===== src/rtl/uart_tx_buffered.sv =====
`default_nettype none
// ============================================================================
// uart_tx_buffered : byte FIFO feeding a baud-timed 8N1 serializer
// Revision 1.0
// ============================================================================
module uart_tx_buffered #(
  parameter int CLKS_PER_BIT = 868,
  parameter int FIFO_DEPTH   = 16,
  parameter int CNT_W        = $clog2(FIFO_DEPTH + 1)
) (
  input  logic             clk,
  input  logic             rst,
  input  logic             wr_en,
  input  logic [7:0]       wr_data,
  output logic             full,
  output logic             empty,
  output logic [CNT_W-1:0] count,
  output logic             busy,
  output logic             overflow,
  output logic             uart_tx
);

  localparam int AW  = $clog2(FIFO_DEPTH);
  localparam int BCW = $clog2(CLKS_PER_BIT);
  localparam logic [BCW-1:0]   C_BAUD_LAST = BCW'(CLKS_PER_BIT - 1);
  localparam logic [CNT_W-1:0] C_DEPTH     = CNT_W'(FIFO_DEPTH);

  typedef enum logic [1:0] {S_IDLE, S_START, S_DATA, S_STOP} state_t;

  logic [7:0]       mem_q [FIFO_DEPTH];
  logic [AW-1:0]    wptr_q, wptr_d, rptr_q, rptr_d;
  logic [CNT_W-1:0] count_q, count_d;
  logic             overflow_q, overflow_d;

  state_t           state_q;
  logic [BCW-1:0]   baud_q;
  logic [2:0]       bit_idx_q;
  logic [7:0]       shift_q;
  logic             tx_q;

  logic             w_bit_done;
  logic             w_push;
  logic             w_pop;

  assign full       = (count_q == C_DEPTH);
  assign empty      = (count_q == '0);
  assign count      = count_q;
  assign busy       = (state_q != S_IDLE);
  assign overflow   = overflow_q;
  assign uart_tx    = tx_q;

  assign w_bit_done = (baud_q == C_BAUD_LAST);
  // full is sampled before the edge, so a pop on the same edge never rescues a write
  assign w_push     = wr_en & ~full;
  assign w_pop      = ~empty & ((state_q == S_IDLE) | ((state_q == S_STOP) & w_bit_done));

  always_comb begin
    wptr_d     = w_push ? wptr_q + 1'b1 : wptr_q;
    rptr_d     = w_pop  ? rptr_q + 1'b1 : rptr_q;
    overflow_d = overflow_q | (wr_en & full);
    count_d    = count_q;
    case ({w_push, w_pop})
      2'b10:   count_d = count_q + 1'b1;
      2'b01:   count_d = count_q - 1'b1;
      default: count_d = count_q;
    endcase
  end

  always_ff @(posedge clk) begin
    if (w_push) begin
      mem_q[wptr_q] <= wr_data;
    end
  end

  always_ff @(posedge clk or negedge rst) begin
    if (!rst) begin
      wptr_q     <= '0;
      rptr_q     <= '0;
      count_q    <= '0;
      overflow_q <= 1'b0;
    end else begin
      wptr_q     <= wptr_d;
      rptr_q     <= rptr_d;
      count_q    <= count_d;
      overflow_q <= overflow_d;
    end
  end

  always_ff @(posedge clk or negedge rst) begin
    if (!rst) begin
      state_q   <= S_IDLE;
      baud_q    <= '0;
      bit_idx_q <= '0;
      shift_q   <= '0;
      tx_q      <= 1'b1;
    end else begin
      case (state_q)
        S_IDLE: begin
          tx_q   <= 1'b1;
          baud_q <= '0;
          if (w_pop) begin
            shift_q <= mem_q[rptr_q];
            tx_q    <= 1'b0;
            state_q <= S_START;
          end
        end
        S_START: begin
          if (w_bit_done) begin
            baud_q    <= '0;
            bit_idx_q <= '0;
            tx_q      <= shift_q[0];
            state_q   <= S_DATA;
          end else begin
            baud_q <= baud_q + 1'b1;
          end
        end
        S_DATA: begin
          if (w_bit_done) begin
            baud_q  <= '0;
            shift_q <= shift_q >> 1;
            if (bit_idx_q == 3'd7) begin
              tx_q    <= 1'b1;
              state_q <= S_STOP;
            end else begin
              bit_idx_q <= bit_idx_q + 1'b1;
              tx_q      <= shift_q[1];
            end
          end else begin
            baud_q <= baud_q + 1'b1;
          end
        end
        S_STOP: begin
          if (w_bit_done) begin
            baud_q <= '0;
            // chain straight into the next start bit when more data is queued
            if (w_pop) begin
              shift_q <= mem_q[rptr_q];
              tx_q    <= 1'b0;
              state_q <= S_START;
            end else begin
              tx_q    <= 1'b1;
              state_q <= S_IDLE;
            end
          end else begin
            baud_q <= baud_q + 1'b1;
          end
        end
        default: begin
          tx_q    <= 1'b1;
          baud_q  <= '0;
          state_q <= S_IDLE;
        end
      endcase
    end
  end

endmodule
`default_nettype wire


===== config.mk =====
export PLATFORM = sky130hd
export DESIGN_NAME = uart_tx_buffered
export DESIGN_NICKNAME = d
export VERILOG_FILES = /design/src/rtl/uart_tx_buffered.sv
export SDC_FILE = /design/constraint.sdc
export NUM_CORES = 1
export LEC_CHECK = 0
export ABC_AREA = 1
export BUFFER_PORTS_ARGS = -buffer_cell sky130_fd_sc_hd__clkbuf_2
export CORE_UTILIZATION = 50
export CTS_CLUSTER_SIZE = 14
export DETAILED_ROUTE_END_ITERATION = 10
export GPL_TIMING_DRIVEN = 0
export PLACE_DENSITY = 0.69
export SETUP_SLACK_MARGIN = 0.3
export SLEW_MARGIN = 20
export SYNTH_ARGS = -nofsm -noshare
export SYNTH_HDL_FRONTEND = slang
export SYNTH_SLANG_ARGS = --single-unit
export TNS_END_PERCENT = 50

===== constraint.sdc =====
create_clock -name clk -period 2.4 [get_ports clk]
set_input_delay 0.36 -clock clk [delete_from_list [all_inputs] [get_ports clk]]
set_output_delay 0.36 -clock clk [all_outputs]
set_load 0.02 [all_outputs]

==> run metrics <==
r2r setup slk 0.02 ns; Post-synth ARST share 22.9%; status finished, final reports clean; DP HPWL 12.2 mm; Post-Syn Nets 810; H-tree depth 4; top-count cell post-synth nand2_1; CP Data Arrival Time 2.70 ns; Pleak 4.06 nW; Die Area 15800 sq um; worst-margin pin slew 0.899 ns; count of cell types in the netlist 36; reg-to-reg endpoint count[2]; CTS tree yes; clk root buf clkbuf_16; gr usage total 25.3%; Worst R2R Path Depth 19; Routed wire per std cell 17.9 microns; Final GP Congestion 0.881; total power 7.48 mW; DR vias/cell 5.37; number of synthesized flops with an enable pin 128; Post-synth top flop edfxtp_1; First-pass DRT Iterations 5; final setup margin 0.0161 ns; worst reg2reg startpoint state_q[0]; Max Transition Viols Final 0; first-pass GRT wire length 29.7 mm; Routed Antenna Nets 0; number of I/O port buffers 20; ratio of final minimum period to clock period 99.3%; total inserted antenna cells 0; area of the multi-input gates 2420 sq um; PD cells 828 nW/um^2; Crit Path Class flip-flop to flip-flop; share of the synthesized area in the top cell type 50.2%; critical path capture point type flip-flop; Clk pwr share 37.8%; max-cap violation count 0; Slew HR 40.1%; Switching Fraction 28.4%; largest net degree at the start of global routing 39; sequential share of power 47.3%; fin util 61.2%; Chip Height 126 microns; fill count 1174; CP Launch Type flip-flop; setup TNS 0 ns; nets 878; Seq/Total Area, Yosys 62.6%; FF/Latch Area 4800 sq um; Synth Warn # 0; Avg Inst Size Synth 9.79 sq um; CP top delay family buffers and inverters; # DRC 0; Max Root-Sink Buffers 2; Post-synth top cells 229 x nand2_1, 128 x edfxtp_1, 121 x inv_1; Max FO, Critical Path 4; Mapped Cells 783; hold_buf cts 0; RSZ-0062 raised after global routing true; layout cells sized above 1 18.8%; Fmax achieved 419 MHz; Die X 126 microns; most frequent CP cell nand2_2; Iteration-0 DRC Markers 500; number of synthesized register bits 166; worst vdd ir 0.690 mV; Net Sw Power 2.13 mW; Worst path slowest cell dfrtp_1; Comb pwr share 14.8%; total clock sinks 166; Critical Path Max Stage Delay 0.42 ns; pre-CTS setup slack -0.218 ns; Synth area leader edfxtp_1; floorplan row count 44; fin crit period 2.38 ns; Hold Path Class input pin to async pin; Buf/Inv on CP 9; final hold viol count 0; final setup fails 0; worst skew pair latency 0.44 ns; total grt overflow 0; clock skew 0.0173 ns; TritonCTS buffer count 17; CORE AREA 14800 sq um; worst hold margin 0.0613 ns; CP required 2.72 ns; Synth area leaders edfxtp_1 50%, dfrtp_1 12%, nand2_1 11%, nand3_1 6.0%, inv_1 5.9%; synthesized area 7660 sq um; vias in the first global route 5573; I/O pin count 21; internal power 5.36 mW; cells along the critical path ha_2 -> inv_2 -> nand2_2 -> nand2_2 -> inv_4 -> nand2_8 -> inv_8 -> ha_4 -> buf_8 -> xor2_2 -> ha_2 -> inv_1 -> nand2_2 -> buf_4 -> buf_4 -> buf_6 -> buf_6 -> nor2_2 -> o21ai_1; routed vias 5630; Layout area overhead 17.9%; antenna violations before repair 0; clock-pin slew on the worst setup and hold paths 0.07 ns; total wire length 18.8 mm; Initial Util 51.9%
==> metal layers <==
layer  up-vias  routed length (microns)  global-route usage (%)
met5         -                        0                       0
met4         0                      408                    8.65
met3        38                     1170                    6.12
met2       205                     9330                    41.7
met1      2721                     7890                    33.0
li1       2666                        -                       -
==> cell type report <==
cell class	instances	share of cell area, %
repair buffers	49	3.74
well taps	184	2.55
clock buffers	17	4.71
inverters	125	5.36
flip-flops and latches	166	53.1
plain buffers	27	1.63
multi-input cells	465	26.8
clock inverters	15	2.02
==> sequential cells by signal, summed over array words and instances (netlist names) <==
register   cells
bit_idx_q      3
overflow       1
wptr_q         4
baud_q        10
uart_tx        1
state_q        2
shift_q        8
mem_q        128
count          5
rptr_q         4
==> how the worst max path moves through the flow <==
stage | start | to | slack (ns) | cells after the start
floorplan | baud_q[0] | count[4] | 0.02 | 18
global placement | baud_q[0] | count[4] | -0.18 | 18
detailed placement | baud_q[0] | count[4] | -0.22 | 18
CTS | baud_q[1] | count[4] | 0.13 | 18
global route | baud_q[1] | count[4] | -0.11 | 18
finish | state_q[0] | count[2] | 0.02 | 19
==> logic make-up after synthesis <==
| logic type | synth area share, % |
|---|---|
| DFF | 62.6 |
| and+or+nand+nor | 22.1 |
| AOI/OAI and AO/OA | 3.05 |
| buffers and inverters | 7.92 |
| xor gates and xnor gates | 1.71 |
| adders and majority gates | 2.61 |
==> cell usage in the layout (no fill, tap or decap), types with 3 or more instances in the layout <==
| master | count |
|---|---|
| nand2_1 | 223 |
| edfxtp_1 | 128 |
| inv_1 | 114 |
| nand3_1 | 91 |
| dfrtp_1 | 34 |
| nor2_1 | 29 |
| buf_4 | 27 |
| nor2_2 | 21 |
| buf_2 | 20 |
| a21oi_1 | 19 |
| clkbuf_2 | 19 |
| clkbuf_16 | 17 |
| ha_1 | 11 |
| xor2_1 | 10 |
| o21ai_0 | 10 |
| nand2_2 | 6 |
| nor2_4 | 5 |
| inv_2 | 5 |
| inv_8 | 5 |
| o21ai_1 | 5 |
| nand2_8 | 4 |
| nor3_1 | 4 |
| xnor2_1 | 4 |
| clkinv_1 | 4 |
| clkbuf_1 | 4 |
| inv_6 | 4 |
| buf_6 | 3 |
| nand4_1 | 3 |
| ha_2 | 3 |
| clkinvlp_4 | 3 |
| dfrtp_2 | 3 |
==> power by group through the flow <==
stage / clock network, mW / registers [mW] / logic, mW
after floorplan: 0 / 3.64 / 0.509
after global placement: 0 / 3.60 / 0.819
after detailed placement: 0 / 3.62 / 0.849
after CTS: 2.85 / 3.53 / 1.03
after global routing: 2.96 / 3.57 / 1.22
final: 2.83 / 3.54 / 1.11
==> what timing repair did <==
| item | CTS | global route |
|---|---|---|
| endpoints found under the setup margin | 132 | 67 |
| gates resized for setup | 29 | 21 |
| setup buffers | 24 | 5 |
| pin swaps | 11 | 16 |
==> through the flow <==
step	cells	area [sq um]
floorplan	783	7730
global placement	987	8060
detailed placement	987	8060
CTS	1043	8940
global route	1048	9030
finish	1048	9030
No activity file was read; power rests on OpenSTA's default activity.
